--- config.mk ---
export PLATFORM = sky130hd
export DESIGN_NAME = imem_loader
export DESIGN_NICKNAME = d
export VERILOG_FILES = /design/src/rtl/imem_loader.sv
export SDC_FILE = /design/constraint.sdc
export NUM_CORES = 1
export LEC_CHECK = 0
export BUFFER_PORTS_ARGS = -buffer_cell sky130_fd_sc_hd__buf_2
export CORE_MARGIN = 8
export CORE_UTILIZATION = 25
export CTS_BUF_LIST = sky130_fd_sc_hd__clkbuf_2
export CTS_CLUSTER_DIAMETER = 50
export CTS_CLUSTER_SIZE = 40
export DETAILED_ROUTE_END_ITERATION = 16
export HOLD_SLACK_MARGIN = 0.12
export PLACE_DENSITY_LB_ADDON = 0.08
export SKIP_CTS_REPAIR_TIMING = 1
export SYNTH_ARGS = -nofsm -noshare
export SYNTH_HDL_FRONTEND = slang
export SYNTH_SLANG_ARGS = --single-unit
--- constraint.sdc ---
create_clock -name clock -period 2.3 [get_ports clock]
set_clock_uncertainty 0.2 [all_clocks]
set_input_delay 0.115 -clock clock [delete_from_list [all_inputs] [get_ports clock]]
set_output_delay 0.115 -clock clock [all_outputs]
set_load 0.01 [all_outputs]
--- src/rtl/imem_loader.sv ---
// Instruction-memory loader: assembles big-endian words from a byte stream,
// writes them to the fetch memory, and gates the pipeline on a verified XOR checksum.
module imem_loader #(
    parameter int unsigned DEPTH     = 256,
    parameter logic [31:0] BASE_ADDR = 32'h0000_0000
) (
    input  logic        clock,
    input  logic        reset,
    input  logic        start,
    input  logic [7:0]  rx_data,
    input  logic        rx_valid,
    output logic        rx_ready,
    output logic        mem_we,
    output logic [31:0] mem_addr,
    output logic [31:0] mem_wdata,
    output logic        busy,
    output logic        done,
    output logic        error,
    output logic        cpu_run,
    output logic [15:0] words_loaded
);
    localparam int unsigned IDX_W = $clog2(DEPTH) + 1;

    typedef enum logic [2:0] {
        S_IDLE,
        S_LEN_HI,
        S_LEN_LO,
        S_DATA,
        S_CSUM,
        S_DONE,
        S_ERROR
    } state_t;

    state_t           state, state_nxt;
    logic [15:0]      len;
    logic [15:0]      len_n;
    logic [7:0]       csum;
    logic [1:0]       byte_cnt;
    logic [23:0]      shift;
    logic [IDX_W-1:0] idx;
    logic             accept;
    logic             start_ok;
    logic             last_word;
    logic             nxt_busy;

    assign accept    = rx_valid && rx_ready;
    assign start_ok  = start && (state == S_IDLE || state == S_DONE || state == S_ERROR);
    assign len_n     = {len[15:8], rx_data};
    assign last_word = (16'(idx) + 16'd1) == len;
    assign nxt_busy  = (state_nxt == S_LEN_HI) || (state_nxt == S_LEN_LO) ||
                       (state_nxt == S_DATA)   || (state_nxt == S_CSUM);

    always_comb begin
        state_nxt = state;
        unique case (state)
            S_IDLE, S_DONE, S_ERROR: if (start) state_nxt = S_LEN_HI;
            S_LEN_HI: if (accept) state_nxt = S_LEN_LO;
            S_LEN_LO: begin
                if (accept) begin
                    if (32'(len_n) > DEPTH)  state_nxt = S_ERROR;
                    else if (len_n == 16'd0) state_nxt = S_CSUM;
                    else                     state_nxt = S_DATA;
                end
            end
            S_DATA: if (accept && byte_cnt == 2'd3 && last_word) state_nxt = S_CSUM;
            S_CSUM: if (accept) state_nxt = (rx_data == csum) ? S_DONE : S_ERROR;
            default: state_nxt = S_IDLE;
        endcase
    end

    // Status outputs are registered from the next state so they change on the same edge as state.
    always_ff @(posedge clock or negedge reset) begin
        if (!reset) begin
            state        <= S_IDLE;
            rx_ready     <= 1'b0;
            busy         <= 1'b0;
            done         <= 1'b0;
            error        <= 1'b0;
            cpu_run      <= 1'b0;
            mem_we       <= 1'b0;
            mem_addr     <= BASE_ADDR;
            mem_wdata    <= '0;
            words_loaded <= '0;
            len          <= '0;
            csum         <= '0;
            byte_cnt     <= '0;
            shift        <= '0;
            idx          <= '0;
        end else begin
            state    <= state_nxt;
            rx_ready <= nxt_busy;
            busy     <= nxt_busy;
            done     <= (state_nxt == S_DONE);
            error    <= (state_nxt == S_ERROR);
            cpu_run  <= (state_nxt == S_DONE);
            mem_we   <= 1'b0;

            if (start_ok) begin
                csum         <= '0;
                byte_cnt     <= '0;
                idx          <= '0;
                words_loaded <= '0;
            end

            if (accept) begin
                csum <= csum ^ rx_data;
                unique case (state)
                    S_LEN_HI: len[15:8] <= rx_data;
                    S_LEN_LO: len[7:0]  <= rx_data;
                    S_DATA: begin
                        shift    <= {shift[15:0], rx_data};
                        byte_cnt <= byte_cnt + 2'd1;
                        if (byte_cnt == 2'd3) begin
                            mem_we       <= 1'b1;
                            mem_wdata    <= {shift, rx_data};
                            mem_addr     <= BASE_ADDR + (32'(idx) << 2);
                            idx          <= idx + IDX_W'(1);
                            words_loaded <= words_loaded + 16'd1;
                        end
                    end
                    default: ;
                endcase
            end
        end
    end
endmodule
==> results.md, run 1 <==
- CTS sink cnt: 123
- Worst IR drop on VDD: 0.318 mV
- Nets: 711
- DIE WIDTH: 167 µm
- Unique masters post-synth: 48
- Skew-Pair Late Insertion Delay: 0.66 ns
- Share of the synthesized area in the top cell type: 53.7%
- First-pass GRT wire length: 25.3 mm
- Leakage: 3.48 nW
- Initial DRC count: 237
- Seq/Total Area, Yosys: 53.7%
- Routed WL: 15.8 mm
- Pwr dens: 834 nW/µm²
- Synthesized cell area: 5730 µm²
- Critical Path AT: 2.66 ns
- Final Max Tran Viols: 0
- Grt total ovfl: 0
- Cell taking the most area after synthesis: dfrtp_1
- Number of top-level pins: 98
- Detailed-route DRC error count: 0
- CP max FO: 5
- Vias per std cell: 4.44
- Status: finished, final reports clean
- Placeable Area: 22600 µm²
- Hpwl dp: 11.2 mm
- Clock transition at path regs: 0.19 ns
- Number of global-route vias before repair: 4561
- Largest net degree at the start of global routing: 50
- Die H: 167 µm
- Post-synth EDFFs: 0
- Top post-synthesis cells by count: 149 x nand2_1, 123 x dfrtp_1, 42 x o21ai_0
- Top layer in use: met4
- Clock Path Buffers: 2
- Achievable Freq: 0.437 GHz
- WP data required: 2.67 ns
- Num CTS Buffers: 17
- CTS tree: yes
- Post-DRT Antenna Nets: 0
- DR WL met3: 805 µm
- Setup Viol. Count Final: 0
- H-tree depth: 4
- GRT Resource Usage Total: 11.4%
- Metal2 WL: 7.33 mm
- Critical Path Start Type: register
- RSZ-0062 raised after global routing: yes
- Total number of yosys warnings: 0
- I/O Buffers: 74
- Area Growth Syn to Fin: 25.3%
- Min cycle time layout: 2.29 ns
- Tcrit/Tclk final: 99.6%
- Cell Rows: 55
- Initial antenna violation count: 1
- Register bit total from synthesis: 123
- Mapped Cells: 570
- Wire length per cell: 15.9 µm
- Share of layout cells above drive strength 1: 29.9%
- Placed cells: 937
- Fin. Hold Viols: 0
- Pre-antenna DRT Iters: 5
- Initial Util: 25.4%
- Crit end category: register
- Syn Area/Cell: 10.1 µm²
- Crit path kind: register to register
- Max-Cap Viols: 0
- Full die area: 28000 µm²
- Placer congestion estimate: 0.760
- Area contributors post-synth: dfrtp_1 54%, nand2_1 9.8%, mux2_2 7.9%
- Worst min path class: input pin to register
- Total number of vias: 4410
- Post-Route M1 WL: 7.58 mm
- Primary FF master, synth: dfrtp_1
- Fillers: 2363
- Ys async rst share: 100%
- Setup TNS Final: 0 ns
- CTS root buffer: clkbuf_2
- Final non-filler cell total: 994
- Most instantiated library cell after synthesis: nand2_1
path summary, 6_finish.rpt:
check                                        to  cells past startpoint  slack (ns)         start
max in group asynchronous       words_loaded[2]                      4        1.20         reset
worst min register to register     mem_addr[10]                      2        0.29  mem_addr[10]
worst min-delay path               mem_wdata[0]                      5        0.19    rx_data[0]
worst max-delay path                       busy                      7        0.01        idx[0]
worst max register to register             busy                      7        0.01        idx[0]
min in group asynchronous          mem_wdata[6]                      4        0.35         reset
power by group:
part / switching [mW] / internal [mW] / leakage [nW] / total, mW
clock network: 0.855 / 0.716 / 0.163 / 1.57
registers: 0.320 / 2.61 / 1.57 / 2.93
logic: 0.845 / 0.649 / 1.75 / 1.49
total: 2.02 / 3.97 / 3.48 / 5.99
critical path: stages (launching register included):
cell      delay (ns)
dfrtp_1         0.39
buf_4           0.16
nand3_4         0.08
o21a_1          0.21
or4b_4          0.54
a32oi_4         0.25
a21boi_2        0.11
mux2_2          0.28
metal layers:
layer	track usage, %	up-vias
met5	0	-
met4	3.07	0
met3	3.41	10
met2	18.3	98
met1	14.7	2168
li1	-	2134
cell families (layout without fill, tap and decap cells):
logic type,after synthesis,in the layout,synth area share (%)
buf+inv,63,179,6.04
xor+xnor,26,26,3.97
fa+ha+maj,3,3,0.655
mux,40,40,7.86
simple gates,242,242,19.9
compound gates,72,72,7.79
flops,123,123,53.7
other cells,1,24,0.0654
layout make-up:
class / instances / area [µm²] / area share (%)
Inverter: 6 / 22.5 / 0.313
Clock inverter: 12 / 173 / 2.40
Timing Repair Buffer: 142 / 1000 / 14.0
Tap cell: 285 / 357 / 4.96
Clock buffer: 19 / 95.1 / 1.32
Sequential cell: 123 / 3080 / 42.9
Multi-Input combinational cell: 406 / 2450 / 34.1
Antenna cell: 1 / 2.50 / 0.0348
cell usage in the layout (no fill, tap or decap), drive strengths merged, types with 8 or more instances in the layout:
| cell type | instances |
|---|---|
| nand2 | 149 |
| buf | 118 |
| nor2 | 18 |
| o2bb2ai | 8 |
| nor3 | 8 |
| dfrtp | 123 |
| mux2 | 40 |
| xor2 | 9 |
| nand3 | 21 |
| clkbuf | 19 |
| o21ai | 43 |
| a21oi | 8 |
| nand2b | 10 |
| nand4 | 11 |
| dlygate4sd3 | 24 |
| conb | 23 |
| xnor2 | 17 |
registers in the layout, indices dropped and copies added (netlist names):
signal and count:
mem_we 1, cpu_run 1, shift 24, mem_addr 9, error 1, busy 1
mem_wdata 32, words_loaded 16, len 16, csum 8, idx 9, state 3
byte_cnt 2
stage by stage:
step                      hold slack [ns]  total power, mW  instance area, µm²  util, %  setup WS (ns)
after floorplan                    -0.381             3.75                5820        -        0.00132
after global placement            -0.0520             4.43                6590     29.2        -0.0310
after detailed placement          -0.0499             4.46                6590     29.2         -0.109
after CTS                          -0.880             6.07                6860     30.4         -0.107
after global routing                0.125             6.45                7180     31.8        -0.0859
final                               0.191             5.99                7180     31.8        0.00977
(Power assumes the default switching activity.)
==> inputs of run 2 (changes only) <==
--- a/config.mk
+++ b/config.mk
@@ -6,7 +6,7 @@
 export NUM_CORES = 1
 export LEC_CHECK = 0
 export BUFFER_PORTS_ARGS = -buffer_cell sky130_fd_sc_hd__buf_2
-export CORE_MARGIN = 8
+export CORE_MARGIN = 2
 export CORE_UTILIZATION = 25
 export CTS_BUF_LIST = sky130_fd_sc_hd__clkbuf_2
 export CTS_CLUSTER_DIAMETER = 50
@@ -15,6 +15,7 @@
 export HOLD_SLACK_MARGIN = 0.12
 export PLACE_DENSITY_LB_ADDON = 0.08
 export SKIP_CTS_REPAIR_TIMING = 1
+export SLEW_MARGIN = 20
 export SYNTH_ARGS = -nofsm -noshare
 export SYNTH_HDL_FRONTEND = slang
 export SYNTH_SLANG_ARGS = --single-unit
==> run 2 against run 1 <==
  * Largest power group unchanged
  * Largest cell class unchanged
  * Utilization decreased by 0.45 points
  * Critical path depth did not move
  * Critical path type unchanged
  * Flip-flop and latch count is the same
  * Highest routed layer unchanged
  * Fmax shrank 2.6%
  * Final area down 1.4%
  * Non-clock buffer count decreased by 8
  * Register-to-register slack got worse by 0.06 ns
  * Combinational power about the same
  * Sequential share of layout area rose by 0.65 points
  * The run now ends with negative setup slack left
  * Power is 1.8% lower
==> results.md, run 2 (synthesis gave the netlist of run 1 again) <==
- Post-DRT Antenna Nets: 0 (unchanged)
- Cell Rows: 55 (unchanged)
- Register Area: 3080 µm² (about the same)
- WP data required: 2.71 ns (+0.04 ns)
- Die H: 155 µm (-7.2%)
- Detailed-route DRC error count: 0 (unchanged)
- Max-Cap Viols: 0 (unchanged)
- Tcrit/Tclk final: 102% (+2.6 points)
- Clock transition at path regs: 0.25 ns (+0.06 ns)
- Final setup margin: -0.0512 ns (-0.0609 ns)
- Hpwl dp: 10.3 mm (-8.3%)
- Worst IR drop on VDD: 0.427 mV (+34%)
- Rel. slew slack: 50.7%
- Grt total ovfl: 0 (unchanged)
- Worst path slowest cell: or4b_4
- Crit end category: register
- Largest regs: mem_wdata: 32 flops, shift: 24 flops
- Final non-filler cell total: 987 (-0.70%)
- Area Growth Syn to Fin: 23.5%
- Crit-path max cell delay: 0.53 ns (about the same)
- CTS tree: yes
- DIE WIDTH: 155 µm (-7.2%)
- Full die area: 24200 µm² (-14%)
- Fillers: 2404 (+1.7%)
- Nets: 703 (-1.1%)
- Wire length per cell: 15.4 µm (-3.4%)
- Routed WL: 15.2 mm (-4.1%)
- CP max FO: 5 (unchanged)
- Reg with most FFs: mem_wdata
- Worst-path cell chain: buf_6 -> nand3_4 -> o21a_1 -> or4b_4 -> a32oi_4 -> a21boi_2 -> mux2_4
- Clock Path Buffers: 2 (unchanged)
- Commonest non-fill, non-tap cells in the layout: 149 x nand2_1, 118 x dfrtp_1, 73 x buf_2
- Failing checks: negative setup slack
- Num CTS Buffers: 17 (unchanged)
- Achievable Freq: 0.425 GHz (-2.6%)
- Multi-input logic area: 2450 µm² (+0.10%)
- Max reg flops: 32 (unchanged)
- Critical Path AT: 2.76 ns (+0.10 ns)
- Pre-antenna DRT Iters: 4 (-1)
- Area post-placement: 6560 µm² (-0.46%)
- Commonest non-fill, non-tap cell in the layout: nand2_1
- CTS sink cnt: 123 (unchanged)
- Min cycle time layout: 2.35 ns (+0.0609 ns)
- First-pass GRT wire length: 24.4 mm (-3.7%)
- Number of top-level pins: 98 (unchanged)
- I/O Buffers: 74 (unchanged)
- Initial antenna violation count: 1 (unchanged)
- Placed cells: 933 (-0.43%)
- Critical Path Start Type: register
- Status: complete, but fails checks
- Number of global-route vias before repair: 4418 (-3.1%)
- Worst min path class: input pin to register
- Worst Tran Pin Value: 0.740 ns
- Pwr dens: 831 nW/µm² (-0.38%)
- Skew-Pair Late Insertion Delay: 0.70 ns (+0.04 ns)
- RSZ-0062 raised after global routing: yes
- Hold_ws: 0.184 ns (-0.00684 ns)
- CTS root buffer: clkbuf_2
- H-tree depth: 4 (unchanged)
- Vias per std cell: 4.43 (about the same)
- Placeable Area: 22600 µm² (unchanged)
- Initial Util: 25.4% (unchanged)
- Crit path kind: register to register
- Largest net degree at the start of global routing: 124 (+150%)
- Fin. Hold Viols: 0 (unchanged)
- Final Max Tran Viols: 0 (unchanged)
- Final instance area: 7080 µm² (-1.4%)
- Initial DRC count: 202 (-15%)
- Leakage: 3.42 nW (-1.6%)
- Placer congestion estimate: 0.757 (-0.34%)
- Tot Pwr: 5.88 mW (-1.8%)
- Share of layout cells above drive strength 1: 30.4% (+0.44 points)
- GRT Resource Usage Total: 13.0% (+1.6 points)
- Setup Viol. Count Final: 3 (+3)
- Total number of vias: 4376 (-0.77%)
## run 2: critical path: cells and delay by family, from the launching register on
family,cells,cell delay [ns]
flops,1,0.47
compound gates,3,0.54
simple gates,2,0.62
buf+inv,1,0.15
mux,1,0.27
## run 2: power breakdown
group	internal [mW]	switching [mW]
Combinational	0.648	0.830
Clock	0.528	0.950
Sequential	2.61	0.320
Total	3.78	2.10
## run 2: area by class of cell
type                            count  share of cell area (%)
Inverter                            6                   0.318
Clock buffer                       18                    1.27
Antenna cell                        1                  0.0353
Sequential cell                   123                    43.5
Multi-Input combinational cell    406                    34.6
Timing Repair Buffer              134                    12.9
Clock inverter                     14                    2.28
Tap cell                          285                    5.03
## run 2: stage by stage
step	setup WS, ns	TNS, ns	utilization (%)
global placement	0.000138	0	29.1
finish	-0.0512	-0.0669	31.4
detailed placement	-0.0518	-0.123	29.1
floorplan	0.00132	0	-
CTS	-0.114	-0.476	30.2
global route	-0.134	-0.476	31.4
## run 2: worst paths after layout
check / from / to / slack, ns / cells after the start
max: idx[0] / busy / -0.05 / 7
min: rx_data[1] / shift[1] / 0.18 / 4
max reg2reg: idx[0] / busy / -0.05 / 7
min reg2reg: shift[19] / mem_wdata[27] / 0.27 / 2
max in group asynchronous: reset / idx[4] / 0.89 / 4
min in group asynchronous: reset / mem_wdata[9] / 0.35 / 4
## run 2: routing by layer
layer | routed length, µm | part of all wire (%) | track usage (%)
met5 | 0 | 0 | 0
met4 | 145 | 0.95 | 3.80
met3 | 486 | 3.2 | 3.37
met2 | 7050 | 46 | 20.2
met1 | 7510 | 49 | 18.0
==> inputs of run 3 (changes only) <==
--- a/config.mk
+++ b/config.mk
@@ -5,9 +5,10 @@
 export SDC_FILE = /design/constraint.sdc
 export NUM_CORES = 1
 export LEC_CHECK = 0
+export ABC_CLOCK_PERIOD_IN_PS = 2300
 export BUFFER_PORTS_ARGS = -buffer_cell sky130_fd_sc_hd__buf_2
 export CORE_MARGIN = 2
-export CORE_UTILIZATION = 25
+export CORE_UTILIZATION = 53
 export CTS_BUF_LIST = sky130_fd_sc_hd__clkbuf_2
 export CTS_CLUSTER_DIAMETER = 50
 export CTS_CLUSTER_SIZE = 40
==> run 3 against run 2 <==
  * The flow still finishes with violations (negative setup slack)
  * Power is 5.9% lower
  * First-iteration DRC count is 4.0% higher
  * Highest routed layer unchanged
  * Sequential share of layout area is 1.6 points higher
  * Utilization is 34 points higher
  * Clock power is 24% lower
  * Count of clock-buffer cells in the layout is 2 higher
  * Largest cell class unchanged
  * Die area is 52% lower
==> results.md, run 3 (synthesis gave the netlist of run 1 again) <==
- Status: complete, but fails checks
- Failing checks: negative setup slack
- Max-Cap Viols: 0 (unchanged)
- Vias per std cell: 5.27 (+19%)
- Internal: 3.65 mW (-3.5%)
- Wire length per cell: 15.2 µm (-1.1%)
- Share of layout cells above drive strength 1: 30.2% (-0.21 points)
- Worst IR drop on VDD: 0.447 mV (+4.7%)
- Placer congestion estimate: 0.897 (+18%)
- Crit-path leading delay family: buffers and inverters
- Largest regs: mem_wdata: 32 flops, shift: 24 flops
- Number of top-level pins: 98 (unchanged)
- Most numerous cell on the critical path: dlygate4sd3_1
- Setup TNS Final: -0.0620 ns (+0.00487 ns)
- Worst path buffer plus inverter count: 4 (+3)
- Commonest non-fill, non-tap cell in the layout: nand2_1
- Clk pwr share: 20.3% (-4.8 points)
- DIE WIDTH: 108 µm (-31%)
- Area Growth Syn to Fin: 19.2%
- Worst min path class: input pin to register
- CTS root buffer: clkbuf_2
- Pwr dens: 810 nW/µm² (-2.4%)
- Hpwl dp: 8.82 mm (-14%)
- Sw Ratio: 34.0% (-1.7 points)
- Min cycle time layout: 2.36 ns (+0.0109 ns)
- CP max FO: 7 (+2)
- Num CTS Buffers: 17 (unchanged)
- P_sw: 1.88 mW (-10%)
- WP data required: 2.64 ns (-0.07 ns)
- Antenna cell count: 0 (-1)
- Leakage: 3.38 nW (-1.1%)
- Logic pwr share: 27.0% (+1.9 points)
- Crit end category: register
- Total number of vias: 4382 (+0.14%)
- Clock transition at path regs: 0.18 ns (-0.07 ns)
- Routed WL: 12.7 mm (-17%)
- CTS sink cnt: 123 (unchanged)
- Grt total ovfl: 0 (unchanged)
- Placeable Area: 10400 µm² (-54%)
- Clock Path Buffers: 2 (unchanged)
- Initial Util: 55.1% (+30 points)
- Fin. Hold Viols: 0 (unchanged)
- Placed cells: 782 (-16%)
- H-tree depth: 4 (unchanged)
- Worst path slowest cell: dlygate4sd3_1
- Commonest non-fill, non-tap cells in the layout: 149 x nand2_1, 119 x dfrtp_1, 73 x buf_2
- Die H: 108 µm (-31%)
- Full die area: 11700 µm² (-52%)
- Critical Path AT: 2.70 ns (-0.06 ns)
- I/O Buffers: 74 (unchanged)
- Number of global-route vias before repair: 4182 (-5.3%)
- Max reg flops: 32 (unchanged)
- Nets: 700 (-0.43%)
- Crit-path max cell delay: 0.56 ns (+0.03 ns)
- Initial antenna violation count: 0 (-1)
- Final setup margin: -0.0620 ns (-0.0109 ns)
- Achievable Freq: 0.423 GHz (-0.46%)
- Worst-path cell chain: dlygate4sd3_1 -> buf_2 -> dlygate4sd3_1 -> buf_4 -> xnor2_1 -> nand4_1 -> o31ai_1 -> a221oi_2 -> nor2b_1 -> mux2_4
- Initial DRC count: 210 (+4.0%)
- Final Max Tran Viols: 0 (unchanged)
- RSZ-0062 raised after global routing: yes
- First-pass GRT wire length: 20.3 mm (-17%)
- Pre-antenna DRT Iters: 4 (unchanged)
- Final non-filler cell total: 832 (-16%)
- Skew-Pair Late Insertion Delay: 0.65 ns (-0.05 ns)
- Cell Rows: 37 (-33%)
- Reg with most FFs: mem_wdata
- CTS tree: yes
- Detailed-route DRC error count: 0 (unchanged)
- Largest net degree at the start of global routing: 51 (-59%)
- Crit path kind: input pin to register
- Worst reg2reg setup slack: 0.02 ns (+0.07 ns)
- Sequential power share: 52.7% (+3.0 points)
- Post-DRT Antenna Nets: 0 (unchanged)
- Critical Path Start Type: input pin
- Setup Viol. Count Final: 1 (-2)
- GRT Resource Usage Total: 22.9% (+9.9 points)
- Tcrit/Tclk final: 103% (+0.47 points)
[run 3: power groups by stage]
stage          registers, mW  logic, mW  clock network [mW]
6_report                2.92       1.49                1.12
5_1_grt                 2.98       1.68                1.25
4_1_cts                 2.91       1.43                1.17
3_5_place_dp            2.95       1.42                   0
3_3_place_gp            2.93       1.38                   0
2_1_floorplan           3.07      0.679                   0
[run 3: path summary, 6_finish.rpt]
kind | from | to | cells past startpoint
setup / recovery | rx_data[4] | busy | 10
hold / removal | rx_data[7] | mem_wdata[7] | 5
setup reg to reg | idx[1] | busy | 7
hold reg to reg | mem_wdata[30] | mem_wdata[30] | 2
max in group asynchronous | reset | idx[2] | 5
min in group asynchronous | reset | mem_wdata[29] | 4
[run 3: tightest hold or removal path, cell delays in order]
cell and delay (ns):
dlygate4sd3_1 0.51, buf_2 0.11, buf_4 0.16, nand2_1 0.06, nand2_1 0.05
[run 3: routing by layer]
layer | vias to the layer above | global-route usage, % | wire length (µm)
met4 | 0 | 7.05 | 160
met1 | 2138 | 31.8 | 5770
li1 | 2114 | - | -
met2 | 116 | 35.7 | 6210
met5 | - | 0 | 0
met3 | 14 | 5.91 | 520
[run 3: stage by stage]
| stage | util [%] | setup WS (ns) | instance area [µm²] | power (mW) | hold slack [ns] |
|---|---|---|---|---|---|
| floorplan | - | 0.00132 | 5820 | 3.75 | -0.381 |
| CTS | 62.6 | -0.0815 | 6520 | 5.50 | -0.910 |
| finish | 65.6 | -0.0620 | 6830 | 5.54 | 0.181 |
| global route | 65.6 | -0.0382 | 6830 | 5.92 | 0.161 |
| global placement | 60.9 | 0.0362 | 6340 | 4.31 | -0.152 |
| detailed placement | 60.9 | -0.0224 | 6340 | 4.37 | -0.154 |
[run 3: area by class of cell]
cell class,count,area [µm²]
sequential,123,3080
clock buffer,20,100
clock inverter,10,78.8
tap,136,170
timing repair buffer,131,888
multi-input combinational,406,2490
fill,869,3580
inverter,6,22.5
